<file path="config.mk">
export PLATFORM = sky130hd
export DESIGN_NAME = alu_seq
export DESIGN_NICKNAME = d
export VERILOG_FILES = /design/src/rtl/alu_pkg.sv /design/src/rtl/alu_mul_iter.sv /design/src/rtl/alu_seq.sv
export SDC_FILE = /design/constraint.sdc
export NUM_CORES = 1
export LEC_CHECK = 0
export CORE_ASPECT_RATIO = 0.9
export CORE_MARGIN = 1.5
export CORE_UTILIZATION = 67
export CTS_BUF_LIST = sky130_fd_sc_hd__clkbuf_4
export DETAILED_ROUTE_END_ITERATION = 8
export DONT_BUFFER_PORTS = 1
export PLACE_DENSITY_LB_ADDON = 0.05
export REMOVE_ABC_BUFFERS = 1
export SKIP_CTS_REPAIR_TIMING = 1
export SYNTH_ARGS = -nofsm -noshare
export SYNTH_HDL_FRONTEND = slang
export SYNTH_SLANG_ARGS = --single-unit
</file>
<file path="constraint.sdc">
create_clock -name clk -period 5 [get_ports clk]
set_input_delay 0.75 -clock clk [delete_from_list [all_inputs] [get_ports clk]]
set_output_delay 0.75 -clock clk [all_outputs]
set_load 0.03 [all_outputs]
</file>
<file path="src/rtl/alu_pkg.sv">
// rtl/alu_pkg.sv - op codes, FSM encoding and Func field positions for alu_seq
package alu_pkg;

    localparam logic [2:0] OP_AND  = 3'b000;
    localparam logic [2:0] OP_OR   = 3'b001;
    localparam logic [2:0] OP_XOR  = 3'b010;
    localparam logic [2:0] OP_XNOR = 3'b011;
    localparam logic [2:0] OP_ADD  = 3'b100;
    localparam logic [2:0] OP_SLT  = 3'b101;
    localparam logic [2:0] OP_SLTU = 3'b110;
    localparam logic [2:0] OP_MUL  = 3'b111;

    localparam logic [0:0] S_IDLE = 1'b0;
    localparam logic [0:0] S_MUL  = 1'b1;

    // Func[3] inverts In2 and supplies the carry-in; for MUL it selects the high half
    localparam int FUNC_INV    = 3;
    localparam int FUNC_OP_MSB = 2;
    localparam int FUNC_OP_LSB = 0;

endpackage

</file>
<file path="src/rtl/alu_mul_iter.sv">
// rtl/alu_mul_iter.sv - WIDTH-step unsigned shift-add multiplier
module alu_mul_iter #(
    parameter int WIDTH = 32
) (
    input  logic                   clk,
    input  logic                   rst_n,
    input  logic                   start,
    input  logic                   hold,
    input  logic [WIDTH-1:0]       a,
    input  logic [WIDTH-1:0]       b,
    output logic                   busy,
    output logic                   done,
    output logic [2*WIDTH-1:0]     product
);

    localparam int CW = (WIDTH > 1) ? $clog2(WIDTH) : 1;

    logic [2*WIDTH-1:0] mcand;
    logic [WIDTH-1:0]   mplier;
    logic [2*WIDTH-1:0] acc;
    logic [CW-1:0]      count;
    logic               last;

    // The final step's sum is exposed combinationally so the result loads on the same edge
    assign last    = busy && (count == CW'(WIDTH - 1));
    assign product = acc + (mplier[0] ? mcand : '0);
    assign done    = last && !hold;

    // One partial product per cycle; the final step freezes while the consumer is not ready
    always_ff @(posedge clk or negedge rst_n) begin
        if (!rst_n) begin
            mcand  <= '0;
            mplier <= '0;
            acc    <= '0;
            count  <= '0;
            busy   <= 1'b0;
        end else if (start) begin
            mcand  <= {{WIDTH{1'b0}}, a};
            mplier <= b;
            acc    <= '0;
            count  <= '0;
            busy   <= 1'b1;
        end else if (busy && !(last && hold)) begin
            acc    <= product;
            mcand  <= mcand << 1;
            mplier <= mplier >> 1;
            count  <= count + CW'(1);
            if (last) begin
                busy <= 1'b0;
            end
        end
    end

endmodule

</file>
<file path="src/rtl/alu_seq.sv">
// rtl/alu_seq.sv - registered ALU with flags, valid/ready handshakes and iterative multiply
module alu_seq
    import alu_pkg::*;
#(
    parameter int WIDTH  = 32,
    parameter bit MUL_EN = 1'b1
) (
    input  logic             clk,
    input  logic             rst_n,
    input  logic             in_valid,
    output logic             in_ready,
    input  logic [WIDTH-1:0] In1,
    input  logic [WIDTH-1:0] In2,
    input  logic [3:0]       Func,
    output logic             out_valid,
    input  logic             out_ready,
    output logic [WIDTH-1:0] ALUout,
    output logic             zero,
    output logic             carry,
    output logic             overflow,
    output logic             illegal
);

    logic [0:0]       state;
    logic             mul_hi;
    logic [2:0]       op;
    logic             inv;
    logic [WIDTH-1:0] b;
    logic [WIDTH:0]   full;
    logic [WIDTH-1:0] sum;
    logic             cout;
    logic             ovf;
    logic             out_free;
    logic             accept;
    logic             mul_op;
    logic             mul_start;
    logic             mul_busy;
    logic             mul_done;
    logic [2*WIDTH-1:0] mul_product;
    logic [WIDTH-1:0] mul_result;
    logic [WIDTH-1:0] res;
    logic             res_carry;
    logic             res_ovf;
    logic             res_illegal;

    assign op   = Func[FUNC_OP_MSB:FUNC_OP_LSB];
    assign inv  = Func[FUNC_INV];
    assign b    = inv ? ~In2 : In2;
    assign full = {1'b0, In1} + {1'b0, b} + {{WIDTH{1'b0}}, inv};
    assign sum  = full[WIDTH-1:0];
    assign cout = full[WIDTH];
    assign ovf  = (In1[WIDTH-1] == b[WIDTH-1]) && (sum[WIDTH-1] != In1[WIDTH-1]);

    assign out_free  = !out_valid || out_ready;
    assign in_ready  = rst_n && (state == S_IDLE) && out_free;
    assign accept    = in_valid && in_ready;
    assign mul_op    = MUL_EN && (op == OP_MUL);
    assign mul_start = accept && mul_op;

    generate
        if (MUL_EN) begin : g_mul
            alu_mul_iter #(.WIDTH(WIDTH)) u_mul (
                .clk     (clk),
                .rst_n   (rst_n),
                .start   (mul_start),
                .hold    (!out_free),
                .a       (In1),
                .b       (In2),
                .busy    (mul_busy),
                .done    (mul_done),
                .product (mul_product)
            );
        end else begin : g_no_mul
            assign mul_busy    = 1'b0;
            assign mul_done    = 1'b0;
            assign mul_product = '0;
        end
    endgenerate

    assign mul_result = mul_hi ? mul_product[2*WIDTH-1:WIDTH] : mul_product[WIDTH-1:0];

    // Single-cycle op datapath; logical ops act on the possibly inverted In2
    always_comb begin
        res         = '0;
        res_carry   = 1'b0;
        res_ovf     = 1'b0;
        res_illegal = 1'b0;
        case (op)
            OP_AND:  res = In1 & b;
            OP_OR:   res = In1 | b;
            OP_XOR:  res = In1 ^ b;
            OP_XNOR: res = ~(In1 ^ b);
            OP_ADD: begin
                res       = sum;
                res_carry = cout;
                res_ovf   = ovf;
            end
            OP_SLT: begin
                res       = {{(WIDTH-1){1'b0}}, sum[WIDTH-1] ^ ovf};
                res_carry = cout;
                res_ovf   = ovf;
            end
            OP_SLTU: begin
                res       = {{(WIDTH-1){1'b0}}, ~cout};
                res_carry = cout;
            end
            default: res_illegal = !MUL_EN;
        endcase
    end

    // Control FSM: sit in S_MUL until the multiplier hands its result to the output register
    always_ff @(posedge clk or negedge rst_n) begin
        if (!rst_n) begin
            state  <= S_IDLE;
            mul_hi <= 1'b0;
        end else begin
            case (state)
                S_IDLE: begin
                    if (mul_start) begin
                        state  <= S_MUL;
                        mul_hi <= inv;
                    end
                end
                default: begin
                    if (mul_done) begin
                        state <= S_IDLE;
                    end
                end
            endcase
        end
    end

    // Output register: a new result beats a simultaneous drain; otherwise hold until taken
    always_ff @(posedge clk or negedge rst_n) begin
        if (!rst_n) begin
            out_valid <= 1'b0;
            ALUout    <= '0;
            zero      <= 1'b0;
            carry     <= 1'b0;
            overflow  <= 1'b0;
            illegal   <= 1'b0;
        end else if (accept && !mul_op) begin
            out_valid <= 1'b1;
            ALUout    <= res;
            zero      <= (res == '0);
            carry     <= res_carry;
            overflow  <= res_ovf;
            illegal   <= res_illegal;
        end else if (mul_done) begin
            out_valid <= 1'b1;
            ALUout    <= mul_result;
            zero      <= (mul_result == '0);
            carry     <= 1'b0;
            overflow  <= 1'b0;
            illegal   <= 1'b0;
        end else if (out_valid && out_ready) begin
            out_valid <= 1'b0;
        end
    end

endmodule

</file>
# After elaboration in Yosys (flattened, before gate mapping)
# Cells that the tools add are included.
[op_classes] n_addsub=4 muxes=31 reduce_logical=27 n_eq_ne=10 bitwise=8
[op_table] op="$mux W64" n=5
[op_table] op="$pmux W32 S7" n=1
[op_table] op="$mux W32" n=6
[op_table] op="$add A64 B64 Y64" n=1
[op_table] op="$logic_not A32 Y1" n=2
[op_table] op="$not A32 Y32" n=2
[op_table] op="$add A32 B32 Y33" n=1
[op_table] op="$add A33 B1 Y33" n=1
[op_table] op="$and A32 B32 Y32" n=1
[op_table] op="$or A32 B32 Y32" n=1
[op_table] op="$xor A32 B32 Y32" n=1
[op_table] op="$mux W1" n=17
[op_table] op="$eq A3 B3 Y1 const B" n=4
[op_table] op="$logic_and A1 B1 Y1" n=11
[op_table] op="$mux W5" n=2
[op_table] op="$eq A3 B2 Y1 const B" n=2
[op_table] op="$reduce_bool A2 Y1" n=3
[op_table] op="$add A5 B1 Y5 const B" n=1
[op_table] op="$eq A5 B5 Y1 const B" n=1
[op_table] op="$logic_not A1 Y1" n=4
[op_table] op="$reduce_and A2 Y1" n=2
[op_table] op="$eq A3 B1 Y1 const B" n=1
[op_table] op="$logic_not A3 Y1" n=1
[op_table] op="$reduce_bool A3 Y1" n=1
[op_table] op="7 further kinds" n=8
[totals] ff_bits=205 input_bits=72 output_inout_bits=38

# Depth between registers and ports, before layout
[depth] word_depth=10 mapped_depth=18 depth_no_buf=15

# By module
# A second synthesis with hierarchy kept.
[unflattened] hier_cells=2318 hier_area_um2=18073.6
[by_module_without_submodules] module="alu_mul_iter" area_per_inst_um2=11616.1 n_inst=1 cells_each=1422 seq_area_each_um2=4154.0
[by_module_without_submodules] module="alu_seq" area_per_inst_um2=6457.4 n_inst=1 cells_each=896 seq_area_each_um2=950.9

# Worst setup path before layout
# Ideal clock, no wire load.
[synth_timing] path_type="in2reg" start="input Func[3]" end="register zero" arrival_ns=4.612 cell_stages=18 setup_ns=0.066 setup_slack_ns=0.322 path_cell_list="buf_4 > buf_1 > xor2_1 > inv_1 > ha_1 > clkbuf_1 > nand2_1 > nor2_1 > nand4_1 > or4b_4 > a2111oi_0 > nor3_1 > xnor2_1 > a21oi_1 > o221ai_1 > or4_1 > o41ai_2 > a41o_1"
[synth_between] elab_chain_len=9 elab_cells_between_ends=15 classes_between="add/sub: 2; eq/ne: 2; mux: 3; bitwise: 6; reduce/logical: 2"
[synth_lines] item="start: declaration" line="alu_seq.sv:14" text="input logic [3:0] Func,"
[synth_lines] item="$mux W32" line="alu_seq.sv:48" text="assign b = inv ? ~In2 : In2;"
[synth_lines] item="$add A32 B32 Y33" line="alu_seq.sv:49" text="assign full = {1'b0, In1} + {1'b0, b} + {{WIDTH{1'b0}}, inv};"
[synth_lines] item="$add A33 B1 Y33" line="alu_seq.sv:49"
[synth_lines] item="$ne A1 B1 Y1" line="alu_seq.sv:52" text="assign ovf = (In1[WIDTH-1] == b[WIDTH-1]) && (sum[WIDTH-1] != In1[WIDTH-1]);"
[synth_lines] item="$logic_and A1 B1 Y1" line="alu_seq.sv:52"
[synth_lines] item="$xor A1 B1 Y1" line="alu_seq.sv:99" text="res = {{(WIDTH-1){1'b0}}, sum[WIDTH-1] ^ ovf};"
[synth_lines] item="$pmux W32 S7 (*)" line="alu_seq.sv:88" text="case (op)"
[synth_lines] item="$logic_not A32 Y1 (*)" line="alu_seq.sv:145" text="zero <= (res == '0);"
[synth_lines] item="$mux W1 (*)" line="alu_seq.sv:142" text="end else if (accept && !mul_op) begin"
[synth_lines] item="end signal: assignment" line="alu_seq.sv:145"
[synth_lines] item="end signal: assignment" line="alu_seq.sv:152" text="zero <= (mul_result == '0);"
[synth_lines] item="end: declaration" line="alu_seq.sv:18" text="output logic zero,"
# Every way passes the cells marked *; elsewhere a longest branch is shown, timed or not.
# A chain may end at the register's enable or synchronous reset.

# Final worst setup path
[layout_timing] start="register g_mul.u_mul.mplier[0]" end="register zero"
[layout_between] elab_chain_len=6
[layout_lines] item="start: declaration" line="alu_mul_iter.sv:19" text="logic [WIDTH-1:0] mplier;"
[layout_lines] item="start signal: assignment" line="alu_mul_iter.sv:46" text="mplier <= mplier >> 1;"
[layout_lines] item="$mux W64" line="alu_mul_iter.sv:26" text="assign product = acc + (mplier[0] ? mcand : '0);"
[layout_lines] item="$add A64 B64 Y64" line="alu_mul_iter.sv:26"
[layout_lines] item="$mux W32" line="alu_seq.sv:80" text="assign mul_result = mul_hi ? mul_product[2*WIDTH-1:WIDTH] : mul_product[WIDTH-1:0];"
[layout_lines] item="$logic_not A32 Y1" line="alu_seq.sv:152"
[layout_lines] item="$mux W1" line="alu_seq.sv:149" text="end else if (mul_done) begin"
[layout_lines] item="$mux W1" line="alu_seq.sv:142"
# Every way passes these cells. The select of a mux whose other input is x is not followed.

==> flow_summary.yaml <==
synth:
  async_flop_share: 1.00
  syn_area_per_cell_sq_um: 7.76
  ys_seq_elements: 204
  ys.flop_type: "dfrtp_1"
  yosys.area.top_type: "dfrtp_1"
  ys.warnings.count: 0
  synth_cell_type_count: 86
  synth_top_cell_area_share: 0.286
  ys_top_cells_by_area: "dfrtp_1, ha_1, nand2_1"
  syn_area_sq_um: 17800
  syn_inst: 2297
  synth_edf_count: 0
  seq_area_frac_synth: 0.286
route:
  vias_per_cell: 6.61
  first_iter_violations: 1760
  drc: 0
  wl_per_cell_microns: 21.7
  vias: 17300
  firstDrtPassIters: 6
  drt-total-wl_microns: 56700
  ant_nets: 0
grt:
  grt_pass1_vias: 16400
  grt_pass1_wl_microns: 87800
  gr-usage-all-layers: 0.402
  grt_max_degree: 206
  grt-ovfl-total: 0
  antenna_found_initial: 1
setup_path:
  crit_top_cell: "nor4_1"
  r2r_start: "g_mul.u_mul.mplier[0]$_DFFE_PN0P_"
  crit_arrival_ns: 5.33
  crit_chain: "buf_12 > and2_1 > ha_1 > nand2_1 > nor3_1 > o21ai_0 > a211oi_1 > a21oi_1 > xor2_1 > o211ai_1 > nor4_1 > buf_4 > nand4_1 > nor4_1 > a41o_1"
  cp_data_required_time_ns: 5.69
  critPathMaxStageDelay_ns: 0.61
  crit_slowest_cell: "a211oi_1"
  crit_path_max_fanout: 50
  rr_worst_depth: 15
  worstSetupStartpointType: "register"
  r2r-end: "zero$_DFFE_PN0P_"
  crit_type: "reg2reg"
  critPathCaptureType: "register"
  rrSetupSlack_ns: 0.37
power_and_ir_drop:
  clkPwrFrac: 0.175
  total_leakage_power_uw: 0.00873
  p_sw_uw: 4100
  power_frac_comb: 0.484
  ir_worst_vdd_mv: 0.398
  p_total_uw: 8500
  powerDensity_nw_per_um2: 456
  switching_share: 0.483
  seqPwrFrac: 0.341
  p_int_uw: 4400
cts:
  htreeDepth: 2
  cts.sinks: 204
  path_clk_slew_ns: 0.07
  numCtsBuffers: 55
  root_buffer: "clkbuf_4"
  clockBufferDepth: 3
  clock_latency_ns: 0.77
  tritoncts: "built"
floorplan:
  initial_core_util: 0.682
  fp.dieW_microns: 175
  rows: 56
  pin_count: 110
  die-area_sq_um: 27600
  fp.dieH_microns: 158
  fp.coreArea_sq_um: 26100
final_layout:
  final_common_cell: "nand2_1"
  fin_nets: 2427
  utilization: 0.712
  fillers: 2077
  final_cell_mix: "nand2_1, a21oi_1, dfrtp_1"
  drive_gt1_frac: 0.0724
  area_growth_pct: 4.40
sta:
  finalCritPeriodShare: 0.926
  clock_skew_ns: 0.0691
  setup_viol: 0
  max_freq_ghz: 0.216
  rsz0062_at_grt: "no"
  tightest_slew_ns: 1.17
  slew_viol_final: 0
  finalHoldViolCount: 204
  fin_setup_tns_ns: 0
  final.min_clock_period_ns: 4.63
  worst_slack_ns: 0.368
  hold_ws_ns: -0.317
  slew_headroom: 0.215
placement:
  gp_congestion: 1.05
  pre_cts_ws_ns: 0.0863
  dp_hpwl_microns: 41900
  io_buffers: 0
job:
  maxCapViolCount: 0
min_path:
  hp-class: "in2async"
run_status:
  outcome: "finished with violations"
  violations: "negative hold slack"
==> critical path: cells and delay by family, from the launching register on <==
family	cells	cell delay, ns
and+or+nand+nor	6	1.55
adders and majority gates	1	0.47
DFF	1	0.39
AOI/OAI and AO/OA	5	1.39
buffers and inverters	2	0.39
xor gates and xnor gates	1	0.41
==> layer usage <==
metal	track usage	part of all wire	vias to the layer above
li1	-	-	7966
met1	0.516	0.41	8206
met2	0.656	0.45	918
met3	0.0922	0.10	180
met4	0.168	0.041	0
met5	0	0	-
==> final cells by class <==
class,count,area [sq um],share of cell area
clock buffer,67,503,0.0270
tap,348,435,0.0234
inverter,90,338,0.0181
antenna,1,2.50,0.000134
timing repair buffer,38,348,0.0187
multi-input combinational,1835,11700,0.630
sequential,204,5100,0.274
clock inverter,30,159,0.00854
==> sequential cells by signal, summed over array words and instances, names as in the netlist, 5 cells and up <==
register            flops
ALUout                 32
g_mul.u_mul.acc        64
g_mul.u_mul.count       5
g_mul.u_mul.mcand      64
g_mul.u_mul.mplier     32
==> power by group through the flow <==
| stage | logic [uW] | clock network (uW) | registers, uW |
|---|---|---|---|
| after floorplan | 2890 | 0 | 2800 |
| after global placement | 3890 | 0 | 2890 |
| after detailed placement | 3980 | 0 | 2910 |
| after CTS | 4000 | 1500 | 2880 |
| after global routing | 4430 | 1570 | 2950 |
| final | 4110 | 1490 | 2900 |
==> worst max path at each step <==
stage | start | to | slack, ns | depth (start not counted)
after floorplan | out_ready | g_mul.u_mul.mcand[0]$_DFFE_PN0P_ | -4.09 | 5
after global placement | Func[3] | zero$_DFFE_PN0P_ | 0.11 | 15
after detailed placement | Func[3] | zero$_DFFE_PN0P_ | 0.09 | 15
after CTS | g_mul.u_mul.mplier[0]$_DFFE_PN0P_ | zero$_DFFE_PN0P_ | 0.50 | 17
after global routing | g_mul.u_mul.mplier[0]$_DFFE_PN0P_ | zero$_DFFE_PN0P_ | 0.18 | 17
final | g_mul.u_mul.mplier[0]$_DFFE_PN0P_ | zero$_DFFE_PN0P_ | 0.37 | 15
==> logic make-up (layout without fill, tap and decap cells) <==
| group | count (synthesis) | in the layout | share of synthesized area |
|---|---|---|---|
| simple gates | 761 | 761 | 0.195 |
| compound gates | 710 | 710 | 0.247 |
| fa+ha+maj | 131 | 131 | 0.0928 |
| other cells | 1 | 2 | 0.000210 |
| mux | 86 | 86 | 0.0500 |
| buf+inv | 258 | 225 | 0.0574 |
| xor+xnor | 146 | 146 | 0.0717 |
| flops | 204 | 204 | 0.286 |
==> cells in the mapped netlist (all sizes together) (7+ instances only) <==
library cell  number
nand2            387
a21oi            267
dfrtp            204
o21ai            168
nor2             133
clkbuf           130
ha               129
xor2              96
inv               90
mux2i             82
and2              74
a21o              55
xnor2             50
a211oi            43
buf               38
nand4             37
o211ai            31
nand3             30
nor3              23
a211o             15
o21a              15
o22ai             12
a21boi            11
and3              11
a31oi             10
nor4              10
or2               10
a31o               8
nand2b             8
o21bai             8
or3                7
==> per-stage QoR <==
step | instance area (sq um) | cells
detailed placement | 18000 | 2515
finish | 18600 | 2613
global route | 18600 | 2613
CTS | 18600 | 2612
floorplan | 17100 | 2129
global placement | 18000 | 2515
Power figures use the tool's default switching activity.
